$ cat config.mk
export PLATFORM = sky130hd
export DESIGN_NAME = uart_receiver
export DESIGN_NICKNAME = d
export VERILOG_FILES = /design/src/rtl/uart_receiver.sv
export SDC_FILE = /design/constraint.sdc
export NUM_CORES = 1
export LEC_CHECK = 0
export BUFFER_PORTS_ARGS = -buffer_cell sky130_fd_sc_hd__buf_4
export CORE_UTILIZATION = 50
export CTS_CLUSTER_DIAMETER = 150
export DETAILED_ROUTE_END_ITERATION = 7
export MAX_ROUTING_LAYER = met4
export PLACE_DENSITY = 0.74
export SKIP_CTS_REPAIR_TIMING = 1
export SLEW_MARGIN = 0
export SYNTH_ARGS = -nofsm -noshare
export SYNTH_HDL_FRONTEND = slang
export SYNTH_SLANG_ARGS = --single-unit
export TNS_END_PERCENT = 100
$ cat constraint.sdc
create_clock -name clk -period 2.7 [get_ports clk]
set_input_delay 0.54 -clock clk [delete_from_list [all_inputs] [get_ports clk]]
set_output_delay 0.54 -clock clk [all_outputs]
set_load 0.01 [all_outputs]
$ cat src/rtl/uart_receiver.sv
// uart_receiver: 8N1 serial receiver with a small receive FIFO.
//   clk          core clock, rising edge
//   RESET        asynchronous active-high reset
//   i_rxd        serial line, asynchronous, idle high
//   i_rd         pop strobe for the FIFO head
//   i_clr_err    clears the sticky error flags
//   o_data       FIFO head byte, 0 when empty
//   o_valid      FIFO non-empty
//   o_level      FIFO occupancy
//   o_frame_err  sticky: stop bit sampled low
//   o_overrun    sticky: byte dropped on a full FIFO
module uart_receiver #(
  parameter int clk_freq_hz = 100000000,
  parameter int baud_rate   = 1000000,
  parameter int FIFO_DEPTH  = 4
) (
  input  logic                          clk,
  input  logic                          RESET,
  input  logic                          i_rxd,
  input  logic                          i_rd,
  input  logic                          i_clr_err,
  output logic [7:0]                    o_data,
  output logic                          o_valid,
  output logic [$clog2(FIFO_DEPTH):0]   o_level,
  output logic                          o_frame_err,
  output logic                          o_overrun
);
  localparam int CPB  = clk_freq_hz / baud_rate;
  localparam int HALF = CPB / 2;
  localparam int CW   = $clog2(CPB);
  localparam int AW   = $clog2(FIFO_DEPTH);
  localparam logic [CW-1:0] CPB_LAST  = CW'(CPB - 1);
  localparam logic [CW-1:0] HALF_LAST = CW'(HALF - 1);

  generate
    if (CPB < 4) begin : g_cpb_chk
      $error("uart_receiver: clk_freq_hz/baud_rate must be >= 4");
    end
    if (FIFO_DEPTH < 2 || (FIFO_DEPTH & (FIFO_DEPTH - 1)) != 0) begin : g_depth_chk
      $error("uart_receiver: FIFO_DEPTH must be a power of 2 and >= 2");
    end
  endgenerate

  typedef enum logic [2:0] {BREAK, IDLE, START, DATA, STOP} state_t;

  // Two-flop synchroniser; reset low so the FSM must see the line high first.
  logic rx_m, rx_s;
  always_ff @(posedge clk or posedge RESET) begin
    if (RESET) begin
      rx_m <= 1'b0;
      rx_s <= 1'b0;
    end else begin
      rx_m <= i_rxd;
      rx_s <= rx_m;
    end
  end

  state_t        state;
  logic [CW-1:0] cnt;
  logic [2:0]    idx;
  logic [7:0]    shreg;
  logic          push;
  logic [7:0]    push_data;
  logic          frame_evt;

  always_ff @(posedge clk or posedge RESET) begin
    if (RESET) begin
      state     <= BREAK;
      cnt       <= '0;
      idx       <= '0;
      shreg     <= '0;
      push      <= 1'b0;
      push_data <= '0;
      frame_evt <= 1'b0;
    end else begin
      push      <= 1'b0;
      frame_evt <= 1'b0;
      case (state)
        BREAK: if (rx_s) state <= IDLE;
        IDLE: if (!rx_s) begin
          state <= START;
          cnt   <= '0;
        end
        START: if (cnt == HALF_LAST) begin
          // Mid start bit: a high line here was a glitch, drop it silently.
          cnt <= '0;
          if (rx_s) state <= IDLE;
          else begin
            state <= DATA;
            idx   <= '0;
          end
        end else cnt <= cnt + CW'(1);
        DATA: if (cnt == CPB_LAST) begin
          cnt        <= '0;
          shreg[idx] <= rx_s;
          if (idx == 3'd7) state <= STOP;
          else idx <= idx + 3'd1;
        end else cnt <= cnt + CW'(1);
        STOP: if (cnt == CPB_LAST) begin
          cnt <= '0;
          if (rx_s) begin
            push      <= 1'b1;
            push_data <= shreg;
            state     <= IDLE;
          end else begin
            // Low stop bit: flag once, then park until the line returns high.
            frame_evt <= 1'b1;
            state     <= BREAK;
          end
        end else cnt <= cnt + CW'(1);
        default: state <= BREAK;
      endcase
    end
  end

  // Receive FIFO; pointers carry an extra wrap bit to tell full from empty.
  logic [7:0]  mem [FIFO_DEPTH];
  logic [AW:0] wptr, rptr;
  logic        empty, full, do_pop, do_push, ovf_evt;

  assign o_level = wptr - rptr;
  assign empty   = (wptr == rptr);
  assign full    = (o_level == (AW+1)'(FIFO_DEPTH));
  assign do_pop  = i_rd && !empty;
  assign do_push = push && (!full || do_pop);
  assign ovf_evt = push && full && !do_pop;
  assign o_valid = !empty;
  assign o_data  = empty ? 8'h00 : mem[rptr[AW-1:0]];

  always_ff @(posedge clk) begin
    if (do_push) mem[wptr[AW-1:0]] <= push_data;
  end

  always_ff @(posedge clk or posedge RESET) begin
    if (RESET) begin
      wptr <= '0;
      rptr <= '0;
    end else begin
      if (do_push) wptr <= wptr + (AW+1)'(1);
      if (do_pop)  rptr <= rptr + (AW+1)'(1);
    end
  end

  // Sticky flags: a new event outranks a clear in the same cycle.
  always_ff @(posedge clk or posedge RESET) begin
    if (RESET) begin
      o_frame_err <= 1'b0;
      o_overrun   <= 1'b0;
    end else begin
      if (frame_evt)      o_frame_err <= 1'b1;
      else if (i_clr_err) o_frame_err <= 1'b0;
      if (ovf_evt)        o_overrun <= 1'b1;
      else if (i_clr_err) o_overrun <= 1'b0;
    end
  end
endmodule

# Yosys cells after proc, flatten, opt, wreduce, memory -nomap -nowiden
# Memory sizes are Yosys's and may differ from the RTL's.
# Index checks and enable logic that the tools add are counted.
# W data, S select, Z words.
[totals]
regBits = 41
latch_bits = 0
mem_bits_rw = 32
mem_bits_ro = 0
input_bits = 5
mem_count = 1
[memory_table]
columns = ["name", "words", "word_bits", "read_ports", "rd_clocked_by_memory_dff", "write_ports", "line_no", "rtl"]
rows = [
  ["mem", 4, 8, 1, 0, 1, "117", "logic [7:0] mem [FIFO_DEPTH];"],
]
[classes]
addsub = 5
mul = 0
div_mod_pow = 0
n_lt_le_gt_ge = 2
eq_ne = 17
n_shift = 0
n_mux = 33
bitwise = 0
n_reduce_logical = 20
[op_table]
columns = ["op", "n"]
rows = [
  ["$mux W3", 10],
  ["$mux W7", 3],
  ["$pmux W7 S3", 1],
  ["$ne A2 B2 Y1 const B", 8],
  ["$pmux W3 S5", 1],
  ["$mux W1", 13],
  ["$add A3 B1 Y3 const B", 3],
  ["$eq A3 B3 Y1 const B", 3],
  ["$bwmux W8", 1],
  ["$mux W8", 1],
  ["$add A7 B1 Y7 const B", 1],
  ["$eq A7 B6 Y1 const B", 1],
  ["$eq A7 B7 Y1 const B", 1],
  ["$eq A3 B2 Y1 const B", 2],
  ["$pmux W3 S2", 1],
  ["$reduce_and A6 Y1", 1],
  ["$reduce_bool A2 Y1", 3],
  ["$logic_and A1 B1 Y1", 5],
  ["$reduce_and A5 Y1", 1],
  ["$lt A3 B4 Y1 const B", 1],
  ["$reduce_and A2 Y1", 2],
  ["$demux W1 S3", 1],
  ["$eq A3 B1 Y1 const B", 1],
  ["$eq A3 B3 Y1", 1],
  ["other kinds (9)", 11],
]

# Depth between registers and ports, before layout
# Gate-level depths: netlist of run 1.
[logic_depth]
depth_word = 7
ltp_mapped = 8
mapped_depth_nobuf = 8

# Worst setup path after synthesis of run 1
# OpenSTA, ideal clock, no wires.
[synth_timing]
path_kind = "reg2reg"
from = "register wptr[0]"
to = "memory mem[3][0], enable pin"
setup_time_ns = 0.339
arrival_ns = 2.026
path_slack_ns = 0.334
stages_incl_launch_ff = 8
synth_period_minus_slack_ns = 2.366
path_cell_list = "dfrtp_1 > inv_1 > ha_1 > fa_1 > inv_1 > nor2_1 > a41oi_1 > and2_1"
[synth_via]
elab_chain_cells = 7
[synth_rtl]
columns = ["element", "line_no", "rtl"]
rows = [
  ["start: declaration", "118", "logic [AW:0] wptr, rptr;"],
  ["start signal: assignment", "139", "if (do_push) wptr <= wptr + (AW+1)'(1);"],
  ["$sub A3 B3 Y3", "121", "assign o_level = wptr - rptr;"],
  ["net o_level[1]", "24", "output logic [$clog2(FIFO_DEPTH):0] o_level,"],
  ["$eq A3 B3 Y1", "123", "assign full = (o_level == (AW+1)'(FIFO_DEPTH));"],
  ["$logic_not A1 Y1", "125", "assign do_push = push && (!full || do_pop);"],
  ["$logic_or A1 B1 Y1", "125", ""],
  ["$logic_and A1 B1 Y1", "125", ""],
  ["$mux W1", "131", "if (do_push) mem[wptr[AW-1:0]] <= push_data;"],
  ["$mux W1 (implied by the code)", "131", ""],
  ["end: declaration", "117", ""],
]
# The timed path passes the listed nets, and every way through them passes these cells.

# Final worst setup path of run 1
[layout_timing]
from = "register wptr[0]"
to = "memory mem[0][0], enable pin"
[layout_via]
elab_chain_cells = 7
[layout_rtl]
columns = ["element", "line_no"]
rows = [
  ["$sub A3 B3 Y3 or $eq A3 B3 Y1 (tied branches)", "121, 122"],
  ["$eq A3 B3 Y1 or $logic_not A1 Y1 (tied branches)", "123, 124"],
  ["$logic_not A1 Y1 or $logic_and A1 B1 Y1 (tied branches)", "125, 124"],
  ["$logic_or A1 B1 Y1", "125"],
  ["$logic_and A1 B1 Y1", "125"],
  ["$mux W1", "131"],
  ["$mux W1 (implied by the code)", "131"],
]
# Several ways; a longest one is shown, not always the timed one.

==> impl_metrics.ini, run 1 <==
[run_status]
status = complete, no violations

[clock_network]
insertion_delay_ns = 0.34
cts_buffer_depth = 2
clockRootBuffer = clkbuf_8
numCtsBuffers = 9
cts_tree = built
clkSinkCount = 73
h-tree-depth = 3
path_clk_slew_ns = 0.08

[route]
wl_um = 5030
drt_iter0_markers = 102
via_count = 1861
drtPass1Iterations = 4
via_per_inst = 5.36
drc = 0
drtAntennaViolNets = 0
avgRoutedWirePerCell_um = 14.5

[floorplanning]
initial_core_util_pct = 51.8
die_h_um = 83.1
dieWidth_um = 83.1
die-area_mm2 = 0.00691
pin_count = 19
rows = 29
coreArea_mm2 = 0.00635

[timing]
final-max-slew-violation-count = 0
finalHoldViolCount = 0
finalCriticalPeriod_ns = 2.42
skew_ns = 0.00873
grt_setup_unrepaired = no
whs_ns = 0.300
worst_pin_slew_ns = 0.568
post-route-period-util_pct = 89.5
fmax_ghz = 0.414
slew_headroom_pct = 61.7
setup_viol = 0
fin_tns_setup_ns = 0

[synth]
ys.flop_type = dfrtp_1
synthTopCellsByArea = dfrtp_1 31%, edfxtp_1 29%, mux2_2 5.8%, mux4_2 5.5%, ha_1 4.2%
synth_async_sr_flop_share_pct = 56.2
synth_edf_count = 32
synth_cell_types = 46
yosysWarnings = 0
synth_cells = 240
synth_seq_cells = 73
netlist.area_leader.share_pct = 31.2
syn_nets = 257
synth_top_area_cell = dfrtp_1
mappedNetlistArea_mm2 = 0.00329
avgSynthCellArea_um2 = 13.7
seq_area_frac_synth_pct = 60.4

[critical_path]
critical_path_class = flip-flop to flip-flop
worstSetupEndpointType = flip-flop
path_buf_inv = 2
critPathMaxStageDelay_ns = 0.43
cp_max_fo = 8
reg2reg_from = wptr[0]
startpoint_type = flip-flop
cp_common_cell = inv_1
path_cells = inv_1 > ha_1 > fa_1 > inv_1 > nor2_1 > a41oi_1 > and2_1
arrival_ns = 2.42
crit_slowest_cell = fa_1
cp-startpoint = wptr[0]
cp_data_required_time_ns = 2.70
critPathTopFamily = adder cells

[pwr]
power_leakage_nw = 1.66
total_power_w = 0.00269
ir_drop_mv = 0.551
power.density_mw_per_mm2 = 730

[global_route]
overflow = 0
grt_pass1_vias = 1885
grt_usage_pct = 17.2
grt_max_degree = 42
antenna_found_initial = 0
grt_pass1_wl_um = 8940

[min_path]
hp-class = input port to flip-flop
min-delay-start = i_rxd

[job]
maxCapViolations = 0

[finish]
final-seq-area_mm2 = 0.00199
nFillCells = 513
multi_input_comb_area_mm2 = 0.00122
diodes = 0
nets = 282
synthToLayoutAreaGrowth_pct = 12.1
drive_above_1_share_pct = 25.9

[placed_design]
io_buffers = 18
gp_congestion = 0.811
hpwl_um = 3520
-- power breakdown --
group          internal (W)  switching (W)  leakage [nW]  total, W
Combinational      0.000275       0.000302         0.681  0.000577
Clock              0.000357       0.000403        0.0805  0.000761
Sequential          0.00124       0.000116         0.902   0.00136
-- cell type report --
cell class,instances,share of cell area [%]
timing repair buffer,22,4.47
multi-input combinational,147,32.9
clock inverter,6,1.19
tap,77,2.61
inverter,12,1.22
clock buffer,10,3.73
sequential,73,53.8
-- final timing paths --
check | to | slack (ns) | cells past startpoint
worst max-delay path | mem[0][0] | 0.28 | 7
worst min-delay path | rx_m | 0.30 | 1
worst max register to register | mem[0][0] | 0.28 | 7
worst min register to register | rx_s | 0.35 | 0
max in group asynchronous | push_data[7] | 2.02 | 3
min in group asynchronous | o_overrun | 0.32 | 3
-- layout by cell type (no fill, tap or decap), types with 2 or more instances in the layout --
cell type / n
o21ai_0: 4
buf_4: 22
xor2_1: 3
nand3b_1: 2
mux4_2: 8
ha_1: 11
xnor2_1: 9
nand2_1: 17
clkinvlp_4: 4
mux2i_1: 3
edfxtp_1: 32
a21oi_1: 3
mux2_2: 17
o21bai_1: 2
nor2_1: 16
nand2b_1: 2
inv_1: 12
and2_1: 11
nand3_1: 8
nor3_1: 5
dfrtp_1: 41
o31ai_1: 2
clkbuf_8: 10
-- flip-flops by register name, summed over array words and instances, names as in the netlist --
| name | cells |
|---|---|
| o_frame_err | 1 |
| frame_evt | 1 |
| state | 3 |
| rptr | 3 |
| rx_m | 1 |
| idx | 3 |
| o_overrun | 1 |
| push_data | 8 |
| rx_s | 1 |
| shreg | 8 |
| push | 1 |
| cnt | 7 |
| wptr | 3 |
| mem | 32 |
-- metrics by stage --
step	cells	instance area (µm²)	utilization (%)	setup slack (ns)
after floorplan	240	3290	-	0.334
after global placement	331	3500	55.2	0.313
after detailed placement	331	3500	55.2	0.197
after CTS	347	3680	58.0	0.142
after global routing	347	3690	58.1	0.0524
final	347	3690	58.1	0.285
-- cell families after synthesis --
group                    Yosys count  synth area share, %
buffers and inverters             20                 2.89
flip-flops                        73                 60.4
multiplexers                      28                 12.2
adder cells (fa/ha/maj)           12                 4.79
AO/OA/AOI/OAI                     21                 4.56
AND/OR/NAND/NOR                   74                 12.0
XOR/XNOR                          12                 3.19
-- per-layer routing --
layer / vias up / global-route usage [%] / wire (µm)
met5: - / - / 0
met4: 0 / 7.52 / 84
met3: 7 / 4.77 / 182
met2: 32 / 25.3 / 2420
met1: 909 / 22.7 / 2350
li1: 913 / - / -
-- synth_stat cells (all sizes together), types with 2 or more instances --
| cell type | n |
|---|---|
| nand3 | 9 |
| a21oi | 3 |
| and3 | 2 |
| edfxtp | 32 |
| nand2 | 17 |
| mux2 | 17 |
| mux2i | 3 |
| clkbuf | 6 |
| dfrtp | 41 |
| and2 | 12 |
| nor3 | 6 |
| nor2 | 16 |
| ha | 11 |
| inv | 12 |
| xor2 | 3 |
| nand2b | 2 |
| xnor2 | 9 |
| mux4 | 8 |
| o21ai | 4 |
| nand3b | 2 |
| o21bai | 2 |
| o31ai | 2 |
| nand4 | 2 |
Note: power is estimated with default switching activity, not from simulation.
==> inputs of run 2 (changes only) <==
--- a/config.mk
+++ b/config.mk
@@ -11,6 +11,7 @@
 export DETAILED_ROUTE_END_ITERATION = 7
 export MAX_ROUTING_LAYER = met4
 export PLACE_DENSITY = 0.74
+export SETUP_SLACK_MARGIN = 0.4
 export SKIP_CTS_REPAIR_TIMING = 1
 export SLEW_MARGIN = 0
 export SYNTH_ARGS = -nofsm -noshare
==> run 2 against run 1 <==
Compared with the run above: clock power is 14% higher; non-clock buffer count rose by 2; count of clock-buffer cells in the layout shrank 1; via count up 1.3%; combinational power rose by 22%; utilization is 2.4 points higher; sequential power about the same; design area rose by 4.1%; critical path type is now flip-flop to output pin; highest routed layer unchanged; clock skew up 0.0030 ns; sequential cell count unchanged.
==> impl_metrics.ini, run 2 (synthesized netlist as in run 1, its figures left out) <==
[route]
drc = 0
drtAntennaViolNets = 0
via_per_inst = 5.39
avgRoutedWirePerCell_um = 14.9
drt_iter0_markers = 74
drtPass1Iterations = 4
wl_um = 5220
via_count = 1886

[finish]
final_common_cell = dfrtp_1
diodes = 0
final_cell_mix = 40 x dfrtp_1, 32 x edfxtp_1, 22 x buf_4
largest_reg_flops = 32
design_area_mm2 = 0.00384
nets = 285
synthToLayoutAreaGrowth_pct = 16.7
nFillCells = 469
drive_above_1_share_pct = 33.0

[critical_path]
worstSetupEndpointType = output pin
cp_data_required_time_ns = 2.16
path_buf_inv = 2
cp_max_fo = 3
crit_slowest_cell = fa_2
arrival_ns = 1.75
critical_path_class = flip-flop to output pin
startpoint_type = flip-flop
critPathTopFamily = adder cells
path_cells = ha_2 > fa_2 > inv_1 > buf_4
critPathMaxStageDelay_ns = 0.54

[global_route]
grt_usage_pct = 16.6
grt_max_degree = 42
grt_pass1_wl_um = 8580
overflow = 0
grt_pass1_vias = 1825
antenna_found_initial = 0

[clock_network]
clkSinkCount = 73
clockRootBuffer = clkbuf_8
insertion_delay_ns = 0.36
path_clk_slew_ns = 0.08
numCtsBuffers = 9
cts_buffer_depth = 2
cts_tree = built
h-tree-depth = 3

[timing]
setup_viol = 0
post-route-period-util_pct = 84.8
skew_ns = 0.0117
grt_setup_unrepaired = yes
fmax_ghz = 0.437
finalCriticalPeriod_ns = 2.29
worst_pin_slew_ns = 0.543
slew_headroom_pct = 63.4
final-max-slew-violation-count = 0
finalHoldViolCount = 0
fin_tns_setup_ns = 0

[floorplanning]
die-area_mm2 = 0.00691
die_h_um = 83.1
initial_core_util_pct = 51.8
pin_count = 19
dieWidth_um = 83.1
rows = 29
coreArea_mm2 = 0.00635

[placed_design]
io_buffers = 18
hpwl_um = 3430
dpl-instance-area_mm2 = 0.00350
gp_congestion = 0.803

[pwr]
power_leakage_nw = 1.71
ir_drop_mv = 0.701
power.density_mw_per_mm2 = 766

[job]
maxCapViolations = 0

[run_status]
status = complete, no violations

[min_path]
hp-class = input port to flip-flop
run 2: changes by cell type in the layout (fill, tap and decap cells not counted), sizes merged:
cell,previous run,this run
clkinv,2,1
nand3,9,10
clkinvlp,4,3
buf,22,23
bufinv,0,1
inv,12,14
run 2: worst paths after layout:
path                            startpoint    endpoint  slack (ns)  cells past startpoint
worst max-delay path               rptr[0]  o_level[1]        0.41                      4
worst min-delay path                 i_rxd        rx_m        0.29                      1
worst max register to register     wptr[0]   mem[3][1]        0.47                      7
worst min register to register        rx_m        rx_s        0.35                      0
max in group asynchronous            RESET     rptr[0]        2.03                      3
min in group asynchronous            RESET   o_overrun        0.30                      3
run 2: stage by stage:
stage,setup WS [ns],total power (W),std cells,util (%),hold WS [ns]
after floorplan,0.420,0.00180,240,-,0.331
after global placement,0.333,0.00194,330,55.1,0.332
after detailed placement,0.257,0.00195,330,55.1,0.337
after CTS,0.143,0.00282,346,58.3,0.280
after global routing,0.373,0.00310,350,60.5,0.279
final,0.409,0.00294,350,60.5,0.287
run 2: where the power goes:
group / internal, W / switching [W]
clock network: 0.000434 / 0.000431
registers: 0.00124 / 0.000133
logic: 0.000356 / 0.000345
total: 0.00203 / 0.000910
run 2: layer usage:
| metal | vias up | GRT usage (%) | share of wire (%) |
|---|---|---|---|
| met1 | 919 | 21.6 | 47 |
| met3 | 11 | 3.58 | 2.8 |
| met4 | 0 | 8.78 | 2.3 |
| li1 | 922 | - | - |
| met2 | 34 | 24.5 | 48 |
| met5 | - | - | 0 |
run 2: cell type report:
type	instances	area [µm²]	share of cell area, %
tap	77	96.3	2.51
clock inverter	7	78.8	2.05
timing repair buffer	24	205	5.34
multi-input combinational	148	1300	33.9
clock buffer	9	124	3.22
sequential	73	1990	51.8
inverter	12	45.0	1.17
==> inputs of run 3 (changes only) <==
==> constraint.sdc (replaced) <==
create_clock -name clk -period 2.2 [get_ports clk]
set_input_delay 0.44 -clock clk [delete_from_list [all_inputs] [get_ports clk]]
set_output_delay 0.44 -clock clk [all_outputs]
set_load 0.01 [all_outputs]
==> run 3 against run 2 <==
Compared with the run above: via count increased by 3.9%; clock skew decreased by 0.0036 ns; power is 25% higher; utilization is 5.7 points higher.
==> impl_metrics.ini, run 3 (synthesized netlist as in run 1, its figures left out) <==
[clock_network]
numCtsBuffers = 9
cts_buffer_depth = 2
insertion_delay_ns = 0.34
h-tree-depth = 3
clockRootBuffer = clkbuf_8
clkSinkCount = 73
path_clk_slew_ns = 0.08
cts_tree = built

[floorplanning]
coreArea_mm2 = 0.00635
die_h_um = 83.1
initial_core_util_pct = 51.8
pin_count = 19
dieWidth_um = 83.1
rows = 29
die-area_mm2 = 0.00691

[placed_design]
io_buffers = 18
dpl-instance-area_mm2 = 0.00359
hpwl_um = 3710
gp_congestion = 0.776

[pwr]
power_leakage_nw = 1.85
ir_drop_mv = 0.605
power.density_mw_per_mm2 = 872

[finish]
final_cell_mix = 39 x dfrtp_1, 32 x edfxtp_1, 27 x buf_4
final-seq-area_mm2 = 0.00199
design_area_mm2 = 0.00420
drive_above_1_share_pct = 43.8
multi_input_comb_area_mm2 = 0.00148
nets = 302
largest_reg_flops = 32
diodes = 0
synthToLayoutAreaGrowth_pct = 27.7
nFillCells = 454
final_common_cell = dfrtp_1

[timing]
fmax_ghz = 0.466
fin_tns_setup_ns = 0
worst_pin_slew_ns = 0.539
post-route-period-util_pct = 97.6
skew_ns = 0.00815
grt_setup_unrepaired = yes
slew_headroom_pct = 64.0
setup_viol = 0
final-max-slew-violation-count = 0
finalHoldViolCount = 0
finalCriticalPeriod_ns = 2.15

[route]
drtAntennaViolNets = 0
drtPass1Iterations = 4
wl_um = 5790
wl_met1_um = 2650
avgRoutedWirePerCell_um = 15.8
drc = 0
routed.top_layer = met4
drt_iter0_markers = 64
dr_wl_met2_um = 2960
via_per_inst = 5.34
wl_met3_um = 127
via_count = 1959

[critical_path]
critPathMaxStageDelay_ns = 0.56
path_buf_inv = 3
cp_common_cell = inv_2
arrival_ns = 1.71
path_cells = inv_2 > ha_4 > fa_2 > inv_2 > buf_6
worstSetupEndpointType = output pin
cp_max_fo = 3
crit_slowest_cell = fa_2
cp_data_required_time_ns = 1.76
critical_path_class = flip-flop to output pin
critPathTopFamily = adder cells
startpoint_type = flip-flop

[min_path]
hp-class = input port to flip-flop

[job]
maxCapViolations = 0

[global_route]
grt_usage_pct = 17.4
grt_pass1_wl_um = 8920
antenna_found_initial = 0
grt_max_degree = 42
grt_pass1_vias = 1884
overflow = 0

[run_status]
status = complete, no violations
-- run 3: path summary, 6_finish.rpt --
check / from / to / slack (ns) / depth (start not counted)
max reg2reg: wptr[0] / mem[0][3] / 0.08 / 7
max in group asynchronous: RESET / state[0] / 1.58 / 3
min: i_rxd / rx_m / 0.20 / 1
min reg2reg: rx_m / rx_s / 0.35 / 0
min in group asynchronous: RESET / o_overrun / 0.23 / 3
max: wptr[0] / o_level[1] / 0.05 / 5
-- run 3: through the flow --
step	utilization [%]	power [W]	hold WS, ns	setup WS (ns)	std cells
floorplan	-	0.00225	0.331	0.149	240
global placement	56.6	0.00244	0.335	0.142	334
detailed placement	56.6	0.00248	0.338	0.0876	334
CTS	59.8	0.00353	0.182	-0.0963	350
global route	66.2	0.00386	0.178	-0.0273	367
finish	66.2	0.00366	0.205	0.0537	367
-- run 3: final cells by class --
cell class                      instances  area share [%]
Clock inverter                          6            1.58
Tap cell                               77            2.29
Timing Repair Buffer                   42            9.26
Clock buffer                           10            3.27
Multi-Input combinational cell        147            35.2
Inverter                               12            1.07
Sequential cell                        73            47.3
-- run 3: report_power, final --
group | internal [W] | switching, W | total, W
Sequential | 0.00153 | 0.000154 | 0.00168
Clock | 0.000556 | 0.000497 | 0.00105
Combinational | 0.000466 | 0.000465 | 0.000931
Total | 0.00255 | 0.00112 | 0.00366
-- run 3: routing by layer --
layer  vias to the layer above  GRT usage, %
li1                        956             -
met1                       978          22.0
met2                        21          26.6
met3                         4          4.17
met4                         0          8.46
met5                         -             -
